--- config.mk ---
export PLATFORM = sky130hd
export DESIGN_NAME = if_id_skid_register
export DESIGN_NICKNAME = d
export VERILOG_FILES = /design/src/rtl/if_id_skid_register.sv
export SDC_FILE = /design/constraint.sdc
export NUM_CORES = 1
export LEC_CHECK = 0
export BUFFER_PORTS_ARGS = -buffer_cell sky130_fd_sc_hd__buf_2
export CAP_MARGIN = 10
export CORE_UTILIZATION = 25
export CTS_CLUSTER_SIZE = 40
export DETAILED_ROUTE_END_ITERATION = 6
export PLACE_DENSITY = 0.55
export SETUP_SLACK_MARGIN = 0.3
export SLEW_MARGIN = 10
export SYNTH_ARGS = -nofsm -noshare
export SYNTH_HDL_FRONTEND = slang
export SYNTH_SLANG_ARGS = --single-unit
--- constraint.sdc ---
create_clock -name clk -period 1.87 [get_ports clk]
set_clock_uncertainty 0.15 [all_clocks]
set_input_delay 0.187 -clock clk [delete_from_list [all_inputs] [get_ports clk]]
set_output_delay 0.187 -clock clk [all_outputs]
set_load 0.05 [all_outputs]
--- src/rtl/if_id_skid_register.sv ---
// ============================================================================
// if_id_skid_register
// ----------------------------------------------------------------------------
// Registered IF->ID pipeline boundary. Takes the fetch stage's selected PC and
// instruction and hands them to decode over a valid/ready handshake. A
// 2-entry skid buffer (main + skid) lets in_ready come straight from a flop.
// A flush discards every held entry plus any entry accepted in the same cycle.
//
// Optional feature macro: IF_ID_NOP_BUBBLE_EN
//   defined   : while out_valid=0, out_pc reads 0 and out_inst reads NOP_WORD
//               (combinational select after the output registers).
//   undefined : out_pc/out_inst always show the registered main entry, so
//               stale values remain visible while out_valid=0.
//   Handshake timing is the same in both builds.
//
// Ports
//   clk        in   rising-edge clock
//   rst        in   synchronous reset, active-high (wins over flush)
//   in_valid   in   fetch presents in_pc/in_inst
//   in_ready   out  stage can accept (registered)
//   in_pc      in   fetched PC [n-1:0]
//   in_inst    in   fetched instruction [IW-1:0]
//   flush      in   discard all held and incoming entries
//   out_valid  out  out_pc/out_inst valid for decode
//   out_ready  in   decode accepts this cycle
//   out_pc     out  PC to decode [n-1:0]
//   out_inst   out  instruction to decode [IW-1:0]
//   occupancy  out  entries held: 0, 1 or 2
// ============================================================================
module if_id_skid_register #(
    parameter int              n        = 32,
    parameter int              IW       = 32,
    parameter logic [IW-1:0]   NOP_WORD = 32'h00000013
) (
    input  logic           clk,
    input  logic           rst,
    input  logic           in_valid,
    output logic           in_ready,
    input  logic [n-1:0]   in_pc,
    input  logic [IW-1:0]  in_inst,
    input  logic           flush,
    output logic           out_valid,
    input  logic           out_ready,
    output logic [n-1:0]   out_pc,
    output logic [IW-1:0]  out_inst,
    output logic [1:0]     occupancy
);

`ifdef IF_ID_NOP_BUBBLE_EN
    localparam bit BUBBLE_EN = 1'b1;
`else
    localparam bit BUBBLE_EN = 1'b0;
`endif

    typedef enum logic [1:0] {
        EMPTY = 2'd0,
        BUSY  = 2'd1,
        FULL  = 2'd2
    } state_t;

    state_t         state_q,      state_d;
    logic [n-1:0]   main_pc_q,    main_pc_d;
    logic [IW-1:0]  main_inst_q,  main_inst_d;
    logic [n-1:0]   skid_pc_q,    skid_pc_d;
    logic [IW-1:0]  skid_inst_q,  skid_inst_d;
    logic           in_ready_q,   in_ready_d;
    logic           out_valid_q,  out_valid_d;
    logic [1:0]     occupancy_q,  occupancy_d;

    logic accept;
    logic consume;

    // in_ready/out_valid are the registered flags, so the handshakes are
    // evaluated purely from flop outputs and the incoming valid/ready.
    assign accept  = in_valid  & in_ready_q;
    assign consume = out_valid_q & out_ready;

    always_comb begin
        state_d     = state_q;
        main_pc_d   = main_pc_q;
        main_inst_d = main_inst_q;
        skid_pc_d   = skid_pc_q;
        skid_inst_d = skid_inst_q;

        if (flush) begin
            // Data registers keep their contents so out_pc/out_inst hold
            // their last value; only the bookkeeping returns to EMPTY.
            state_d = EMPTY;
        end else begin
            unique case (state_q)
                EMPTY: begin
                    if (accept) begin
                        main_pc_d   = in_pc;
                        main_inst_d = in_inst;
                        state_d     = BUSY;
                    end
                end
                BUSY: begin
                    if (accept && consume) begin
                        main_pc_d   = in_pc;
                        main_inst_d = in_inst;
                    end else if (accept) begin
                        skid_pc_d   = in_pc;
                        skid_inst_d = in_inst;
                        state_d     = FULL;
                    end else if (consume) begin
                        state_d     = EMPTY;
                    end
                end
                FULL: begin
                    // in_ready is low here, so no accept can coincide.
                    if (consume) begin
                        main_pc_d   = skid_pc_q;
                        main_inst_d = skid_inst_q;
                        state_d     = BUSY;
                    end
                end
                default: state_d = EMPTY;
            endcase
        end

        // Flags are registered copies of what the next state implies.
        out_valid_d = (state_d != EMPTY);
        in_ready_d  = (state_d != FULL);
        unique case (state_d)
            BUSY:    occupancy_d = 2'd1;
            FULL:    occupancy_d = 2'd2;
            default: occupancy_d = 2'd0;
        endcase
    end

    always_ff @(posedge clk) begin
        if (rst) begin
            state_q     <= EMPTY;
            main_pc_q   <= '0;
            main_inst_q <= '0;
            skid_pc_q   <= '0;
            skid_inst_q <= '0;
            in_ready_q  <= 1'b1;
            out_valid_q <= 1'b0;
            occupancy_q <= 2'd0;
        end else begin
            state_q     <= state_d;
            main_pc_q   <= main_pc_d;
            main_inst_q <= main_inst_d;
            skid_pc_q   <= skid_pc_d;
            skid_inst_q <= skid_inst_d;
            in_ready_q  <= in_ready_d;
            out_valid_q <= out_valid_d;
            occupancy_q <= occupancy_d;
        end
    end

    assign in_ready  = in_ready_q;
    assign out_valid = out_valid_q;
    assign occupancy = occupancy_q;

    // Bubble substitution sits after the registers so the handshake path is
    // identical whether or not the feature is built in.
    assign out_pc   = (BUBBLE_EN && !out_valid_q) ? '0       : main_pc_q;
    assign out_inst = (BUBBLE_EN && !out_valid_q) ? NOP_WORD : main_inst_q;

endmodule
; Word-level counts from Yosys, hierarchy flattened
; Cells that the tools add are included.
[word_totals]
wordCells = 42
inputBits = 69
ff_bits = 134
out_inout_bits = 68
[op_classes]
n_bitwise = 4
mux = 16
reduce_logical = 6
eq_ne = 8
[ops]
columns = op, count
row1 = $mux W32, 6
row2 = $pmux W32 S3, 2
row3 = $mux W2, 6
row4 = $ne A2 B2 Y1 const B, 4
row5 = $pmux W2 S3, 1
row6 = $reduce_and A5 Y1, 1
row7 = $eq A2 B1 Y1 const B, 2
row8 = $eq A2 B2 Y1 const B, 2
row9 = $pmux W2 S2, 1
row10 = $reduce_and A4 Y1, 1
row11 = $reduce_bool A3 Y1, 1
row12 = $and A1 B1 Y1, 2
row13 = $logic_not A2 Y1, 1
row14 = $not A1 Y1, 2
row15 = $reduce_bool A2 Y1, 1
row16 = $logic_and A1 B1 Y1, 1

; Longest topological paths before layout
; Gate-level depths: netlist of run 1.
[depth]
word_depth = 8
ltp_mapped = 6
ltp_nobuf = 3

; Worst setup path before layout of run 1
; OpenSTA, ideal clock, no wires.
[synth_timing]
path_kind = reg-to-reg
startpoint = register out_valid_q, in the netlist out_valid
endpoint = register main_inst_q[10], in the netlist out_inst[10]
path_slack_ps = -37
path_buffers = 2
arrival_ps = 1676
setup_ps = 81
required_ps = 1639
period_less_slack_ps = 1907
stages_incl_launch_ff = 6
cell_sequence = dfxtp_1 > and4b_1 > buf_4 > clkbuf_1 > a221oi_1 > a211oi_2
[synth_between]
elab_chain_cells = 4
word_cells_on_any_way = 5
cone_classes = 2 x eq/ne / 1 x bitwise / 2 x reduce/logical
[synth_lines]
columns = item, line_no
row1 = from (decl), 67  ; logic out_valid_q, out_valid_d;
row2 = from (signal assigned), 149  ; out_valid_q <= out_valid_d;
row3 = $and A1 B1 Y1 (*), 76  ; assign consume = out_valid_q & out_ready;
row4 = $logic_and A1 B1 Y1, 99  ; if (accept && consume) begin
row5 = $ne A2 B2 Y1 (no line), -
row6 = $reduce_and A5 Y1 (no line) (*), -
row7 = to (signal assigned), 145  ; main_inst_q <= main_inst_d;
row8 = to (decl), 63  ; logic [IW-1:0] main_inst_q, main_inst_d;
; Mark *: on every way between the ends. The rest lies on a longest branch, timed or not.
; A chain may end at the register's enable or synchronous reset.

; Worst setup path in the final report of run 1
[layout_timing]
startpoint = register state_q[1]
endpoint = register main_inst_q[29], in the netlist out_inst[29]
[layout_between]
elab_chain_cells = 3
word_cells_on_any_way = 9
cone_classes = 5 x eq/ne / 1 x mux / 3 x reduce/logical
[layout_lines]
columns = item, line_no
row1 = from (decl), 61  ; state_t state_q, state_d;
row2 = from (signal assigned), 143  ; state_q <= state_d;
row3 = "$eq A2 B1 Y1, or another cell as far along", 90  ; unique case (state_q)
row4 = $ne A2 B2 Y1 (no line) or $reduce_bool A3 Y1 (tied branches), -
row5 = $reduce_and A5 Y1 (no line), -
; Several ways; a longest one is shown, not always the timed one.

==> impl_results.md, run 1 <==
- Fin crit share: 89.63%
- F_max: 596.7 MHz
- Top-count cell post-synth: dfxtp_1
- N_diodes: 0
- Final ANT Viol Nets: 0
- Via count: 5966
- Cts bufs inserted: 17
- TritonRoute pass-1 iters: 5
- Hold path start: in_valid
- First-pass GRT wire length: 33.17 mm
- Number of global-route vias before repair: 5808
- Static Leak: 3.845 nW
- Top post-synthesis cells by count: dfxtp_1, a21oi_1
- Total grt overflow: 0
- Syn nets: 696
- Synth Register Bits: 134
- Area grow syn2layout: 57.98%
- IO buf count: 136
- Clk_lat worst skew: 0.41 ns
- Fin. Hold Viols: 0
- Setup CP Type: flip-flop to flip-flop
- Setup_tns: 0 ns
- Reg2Reg Setup Slack: 0.19 ns
- Initial drt markers: 385
- Max-slew headroom: 43.97%
- Compound-Gate Fraction of Synth Area: 33.21%
- Worst setup path start: state_q[1]
- Post-layout min period: 1.676 ns
- Die H: 159.7 um
- Die area: 25520 um^2
- Cell Rows: 57
- Maxcap violations: 0
- Initial Util: 25.51%
- Final setup fails: 0
- Clock buffer depth: 2
- Post-synth top area cell: dfxtp_1
- Crit path capture: out_inst[29]
- Simple-Gate Fraction of Synth Area: 6.456%
- Vias per cell: 5.121
- Drt total wl: 21.74 mm
- I/O pins: 137
- CTS H-tree lvls: 4
- Final Net Count: 897
- Post-Place Cells: 1039
- Xor/xnor share of the synthesized area: 0%
- Clk sinks: 134
- Post-synthesis average cell area: 9.922 um^2
- Distinct cells, synth: 29
- Clk root buf: clkbuf_16
- Post-Synth Adder-Cell Area: 0%
- Post-synth top flop: dfxtp_1
- Endpoint class of the critical path: flip-flop
- Unrepaired setup endpoints after global routing: yes
- Main combinational cell family by area after synthesis: compound AO/OA/AOI/OAI gates
- Post-Syn Area: 6221 um^2
- Core ar.: 24390 um^2
- Pwr dens: 815.7 nW/um^2
- Clock transition at path regs: 0.06 ns
- Yosys warns: 0
- Peak supply drop: 0.4857 mV
- Area fraction of the dominant cell type after synthesis: 43.12%
- GRT Resource Usage Total: 16.32%
- Drt drc: 0
- Worst hold path type: input port to flip-flop
- Syn Inst Count: 627
- EDFF count, synth: 0
- Post-Layout Cell Count: 1165
- Die Wd: 159.7 um
- Sequential fraction of the synthesis area: 43.12%
- Fraction of synthesized area in multiplexers: 10.30%
- Arrival @ worst endpoint: 1.85 ns
- Run status: complete, no violations
- Wire per inst: 18.66 um
- Ratio of cells with drive above 1 in the final layout: 48.63%
- Critical path data required time: 2.05 ns
- Synth area leaders: dfxtp_1, a211oi_2, mux2i_1, a221oi_1, a21oi_1
- Ys async rst share: 0%
- Post-DP HPWL: 12.24 mm
- Final count of pins violating max slew: 0
- Reg2reg end: out_inst[29]
- Reg2reg path depth: 6
- Slew @ Worst Pin: 0.8405 ns
- Critical-path maximum fanout: 7
- Antenna violations before repair: 0
- CTS tree: yes
- Startpoint types: flip-flop
- Routability Congestion: 0.7333
- Largest net degree at the start of global routing: 76
- RR Startpoint: state_q[1]
layer usage:
metal	wire length (um)	part of all wire, %	track usage, %
met3	652	3.0	2.909
met2	10590	49	27.27
met5	0	0	0
met4	225	1.0	4.764
met1	10280	47	21.38
logic make-up after synthesis:
logic type / Yosys count
buffers and inverters: 87
AO/OA/AOI/OAI: 267
multiplexers: 64
flip-flops: 134
AND/OR/NAND/NOR: 75
critical path, stage by stage, from the launching register on:
cell	delay [ns]
dfxtp_2	0.32
and4bb_4	0.39
buf_12	0.16
buf_12	0.14
buf_12	0.14
a221oi_2	0.06
a211oi_2	0.22
flip-flops by register name (all words and copies together), names as in the netlist:
name,cells
out_pc,32
skid_inst_q,32
out_valid,1
in_ready,1
skid_pc_q,32
state_q,2
out_inst,32
occupancy,2
final cells by class:
cell class	count	area, um^2
fillers	2410	14560
inverters	1	5.005
flip-flops and latches	134	2695
clock inverters	15	138.9
multi-input cells	407	3769
well taps	324	405.4
clock buffers	17	425.4
repair buffers	267	2390
through the flow:
stage / worst slack, ns / hold slack, ns / area (um^2) / util [%] / total power, mW
after floorplan: 0.2114 / 0.1080 / 6479 / - / 4.064
after global placement: 0.1539 / 0.3020 / 7634 / 31.30 / 4.475
after detailed placement: 0.1455 / 0.3115 / 7634 / 31.30 / 4.479
after CTS: 0.2095 / 0.03640 / 9209 / 37.76 / 7.960
after global routing: 0.1625 / 0.09682 / 9828 / 40.29 / 8.316
final: 0.1940 / 0.05452 / 9828 / 40.29 / 8.017
how the worst min path moves through the flow:
stage / endpoint / slack, ns / cells after the start
6_report: out_valid / 0.05 / 3
5_1_grt: out_valid / 0.1 / 3
3_3_place_gp: skid_pc_q[30] / 0.30 / 3
3_5_place_dp: skid_pc_q[11] / 0.31 / 3
2_1_floorplan: state_q[0] / 0.11 / 1
4_1_cts: out_valid / 0.04 / 3
cell usage in the layout (no fill, tap or decap), types with 2 or more instances in the layout:
cell type,synthesis,final
buf_2,23,135
dfxtp_1,134,130
dlygate4sd3_1,0,65
a211oi_2,60,61
o21ai_0,64,55
mux2i_1,64,51
a221oi_2,0,47
a21oi_1,67,47
nand3_1,64,42
clkbuf_16,0,24
buf_4,2,22
buf_12,0,21
a21oi_2,0,20
a221oi_1,64,17
nand3_2,0,14
mux2i_2,0,13
buf_6,9,10
o21ai_1,0,9
nand3_4,0,8
clkinv_2,0,6
a211oi_1,6,5
clkinvlp_4,0,5
buf_16,0,4
dfxtp_4,0,3
a21bo_2,2,2
nor3_1,2,2
bufinv_16,0,2
clkinv_1,0,2
bufbuf_16,0,2
timing repair:
action	in CTS	in global routing
endpoints found under the hold margin	73	0
setup endpoints to repair	110	106
cloned	5	8
pin swaps	1	42
hold buffers	65	0
setup buffers	9	7
gates resized for setup	27	89
report_power, final:
group	internal (mW)	switching, mW	leakage (nW)	total, mW
registers	2.98	0.0901	1.09	3.07
logic	0.668	1.01	2.49	1.68
clock network	1.94	1.33	0.265	3.27
(Power assumes the default switching activity.)
==> inputs of run 2 (changes only) <==
--- a/config.mk
+++ b/config.mk
@@ -5,6 +5,7 @@
 export SDC_FILE = /design/constraint.sdc
 export NUM_CORES = 1
 export LEC_CHECK = 0
+export ABC_AREA = 1
 export BUFFER_PORTS_ARGS = -buffer_cell sky130_fd_sc_hd__buf_2
 export CAP_MARGIN = 10
 export CORE_UTILIZATION = 25
==> run 2 against run 1 <==
Die area down 7.1%; largest power group unchanged; synthesized cell count up 47%; via count is 4.4% lower; count of clock-buffer cells in the layout is 1 higher; synthesized area decreased by 7.1%; clock power rose by 7.0%.
==> impl_results.md, run 2 <==
- GRT Resource Usage Total: 13.27% (-3.1 points)
- Peak supply drop: 0.5123 mV (+5.5%)
- Distinct cells, synth: 14 (-52%)
- Worst hold path type: input port to flip-flop
- Synth Register Bits: 134 (unchanged)
- Fin. Hold Viols: 0 (unchanged)
- Wire per inst: 11.43 um (-39%)
- Largest net degree at the start of global routing: 70 (-7.9%)
- Post-Place Cells: 1300 (+25%)
- Die area: 23720 um^2 (-7.1%)
- Cts bufs inserted: 17 (unchanged)
- Die Wd: 154.0 um (-3.6%)
- Unrepaired setup endpoints after global routing: yes
- Static Leak: 4.153 nW (+8.0%)
- Yosys warns: 0 (unchanged)
- Worst hold stages: 6 (+3)
- Logic pwr share: 16.0% (-5.0 points)
- Fin area: 8074 um^2 (-18%)
- Top post-synthesis cells by count: nand2_1, nor2_1, dfxtp_1, inv_1, o21ai_1
- Reg2Reg Setup Slack: 0.40 ns (+0.20 ns)
- Worst path bufs/invs: 3 (unchanged)
- Run status: complete, no violations
- Hold path start: flush
- CTS H-tree lvls: 4 (unchanged)
- Metal2 WL: 7.183 mm (-32%)
- Endpoint class of the critical path: flip-flop
- Slew @ Worst Pin: 0.3308 ns (-0.5098 ns)
- Post-synthesis average cell area: 6.279 um^2 (-37%)
- Initial Util: 25.52% (about the same)
- IO buf count: 136 (unchanged)
- Clk sinks: 134 (unchanged)
- Drt total wl: 15.98 mm (-26%)
- Post-Layout Cell Count: 1398 (+20%)
- Critical path data required time: 2.03 ns (-0.02 ns)
- Reg2reg end: out_pc[15]
- Via count: 5701 (-4.4%)
- Final setup fails: 0 (unchanged)
- Worst setup path start: state_q[1]
- Most common cell after layout, fill and taps aside: nand2_1
- Pwr dens: 968.7 nW/um^2 (+19%)
- Total grt overflow: 0 (unchanged)
- Vias per cell: 4.078 (-20%)
- DP Area: 6764 um^2 (-11%)
- F_max: 679.1 MHz (+14%)
- Cell chain of the critical path: inv_2, nor2_4, inv_6, clkbuf_16, nand2_1, nand2_1, nor2_1, nor2_1
- Met1 WL: 7.885 mm (-23%)
- Final count of pins violating max slew: 0 (unchanged)
- Crit-path slowest cell: dfxtp_1
- P_int: 5.564 mW (-0.41%)
- Post-DP HPWL: 9.457 mm (-23%)
- N_diodes: 0 (unchanged)
- Synth area leaders: dfxtp_1, nand2_1, nor2_1, inv_1, o21ai_1
- First-pass GRT wire length: 25.21 mm (-24%)
- Maxcap violations: 0 (unchanged)
- Post-synth top flop: dfxtp_1
- TritonRoute pass-1 iters: 4 (-1)
- Clk network pwr share: 44.7% (+3.9 points)
- Final ANT Viol Nets: 0 (unchanged)
- CP delay by family, top: simple AND/OR/NAND/NOR gates
- Sequential fraction of the synthesis area: 46.44% (+3.3 points)
- Hold Crit Endpoint: state_q[0]
- Post-Syn Area: 5777 um^2 (-7.1%)
- Ratio of cells with drive above 1 in the final layout: 17.25% (-31 points)
- I/O pins: 137 (unchanged)
- P_sw: 2.258 mW (-7.1%)
- Drt drc: 0 (unchanged)
- Fin crit share: 78.74% (-11 points)
- Setup CP Type: flip-flop to flip-flop
- CTS tree: yes
- Arrival @ worst endpoint: 1.63 ns (-0.22 ns)
- Initial drt markers: 215 (-44%)
- Syn Inst Count: 920 (+47%)
- Final Net Count: 1169 (+30%)
- Clock transition at path regs: 0.06 ns (about the same)
- Clock buffer depth: 2 (unchanged)
- Met3 Wirelength: 744 um (+14%)
- Die H: 154.0 um (-3.6%)
- Antenna violations before repair: 0 (unchanged)
- Clk root buf: clkbuf_16
- Post-layout min period: 1.472 ns (-0.2035 ns)
- Top-count cell post-synth: nand2_1
- Startpoint types: flip-flop
- Core ar.: 22640 um^2 (-7.2%)
- Cell Rows: 55 (-3.5%)
- Reg2reg path depth: 8 (+2)
- CP peak stage delay: 0.36 ns (-0.03 ns)
- Max layer used: met4
- Sw frac: 28.86% (-1.5 points)
- Sequential share of power: 39.3% (+1.0 points)
- Post-synth top area cell: dfxtp_1
- Syn nets: 989 (+42%)
- Max-slew headroom: 77.95% (+34 points)
- Ys async rst share: 0% (unchanged)
- Critical-path maximum fanout: 14 (+7)
- Area grow syn2layout: 39.77%
- EDFF count, synth: 0 (unchanged)
- Number of global-route vias before repair: 4963 (-15%)
- Setup_tns: 0 ns (unchanged)
- Commonest cells after routing, fill and taps aside: nand2_1, nor2_1, buf_2
- Routability Congestion: 0.7284 (-0.67%)
- RR Startpoint: state_q[1]
- Area fraction of the dominant cell type after synthesis: 46.44% (+3.3 points)
- Clk_lat worst skew: 0.42 ns (about the same)
==> run 2: changes by cell type after synthesis, moves of 51 or more <==
| cell | previous run | this run |
|---|---|---|
| a221oi_1 | 64 | 0 |
| nand3_1 | 64 | 1 |
| a211oi_2 | 60 | 0 |
| mux2i_1 | 64 | 0 |
| o21ai_1 | 0 | 51 |
| inv_1 | 1 | 70 |
| a21oi_1 | 67 | 2 |
| nor2_1 | 1 | 258 |
| nand2_1 | 0 | 332 |
==> run 2: area by class of cell <==
| class | count | area [um^2] |
|---|---|---|
| Sequential cell | 134 | 2685 |
| Timing Repair Buffer | 215 | 1558 |
| Tap cell | 285 | 356.6 |
| Fill cell | 2429 | 14570 |
| Inverter | 73 | 280.3 |
| Clock inverter | 14 | 173.9 |
| Multi-Input combinational cell | 659 | 2581 |
| Clock buffer | 18 | 439.2 |
==> run 2: cell families (layout without fill, tap and decap cells) <==
kind of cell	count (synthesis)	after routing	share of synthesized area, %
buf+inv	127	320	9.227
compound gates	67	67	5.805
flops	134	134	46.44
simple gates	592	592	38.53
==> run 2: power by group through the flow <==
| stage | Clock (mW) | Sequential (mW) | Combinational [mW] |
|---|---|---|---|
| 5_1_grt | 3.77 | 3.09 | 1.37 |
| 3_5_place_dp | 0 | 3.14 | 1.14 |
| 4_1_cts | 3.62 | 3.08 | 1.25 |
| 6_report | 3.50 | 3.08 | 1.25 |
| 3_3_place_gp | 0 | 3.14 | 1.14 |
| 2_1_floorplan | 0 | 3.52 | 0.443 |
==> run 2: repair_timing <==
action,CTS,global route
hold buffers,64,0
setup endpoints to repair,0,100
setup buffers,0,0
hold endpoints to repair,128,0
resized for setup,0,8
==> run 2: tightest hold or removal path, cell delays in order <==
cell and delay, ns:
buf_2 0.11, nor2_1 0.05, nand2_1 0.05, nand2_1 0.05, nand2_1 0.10, inv_1 0.05
==> run 2: per-stage QoR <==
stage	power [mW]	hold slack, ns	util [%]	worst slack (ns)
2_1_floorplan	3.963	0.1836	-	0.3794
3_3_place_gp	4.280	0.2890	29.88	0.3312
3_5_place_dp	4.280	0.2973	29.88	0.3073
4_1_cts	7.950	0.04986	35.41	0.3010
5_1_grt	8.229	0.07710	35.66	0.2934
6_report	7.821	0.06792	35.66	0.3975
==> run 2: worst max-delay path by stage <==
stage	endpoint	slack, ns	cells past startpoint
4_1_cts	skid_inst_q[9]	0.30	6
6_report	out_pc[15]	0.40	8
5_1_grt	skid_pc_q[22]	0.29	7
2_1_floorplan	skid_inst_q[12]	0.38	7
3_5_place_dp	skid_inst_q[9]	0.31	6
3_3_place_gp	skid_inst_q[9]	0.33	6
==> run 2: routing by layer <==
| layer | up-vias | track usage [%] |
|---|---|---|
| met2 | 116 | 20.89 |
| li1 | 3089 | - |
| met3 | 10 | 4.115 |
| met4 | 0 | 3.714 |
| met1 | 2486 | 17.39 |
| met5 | - | 0 |
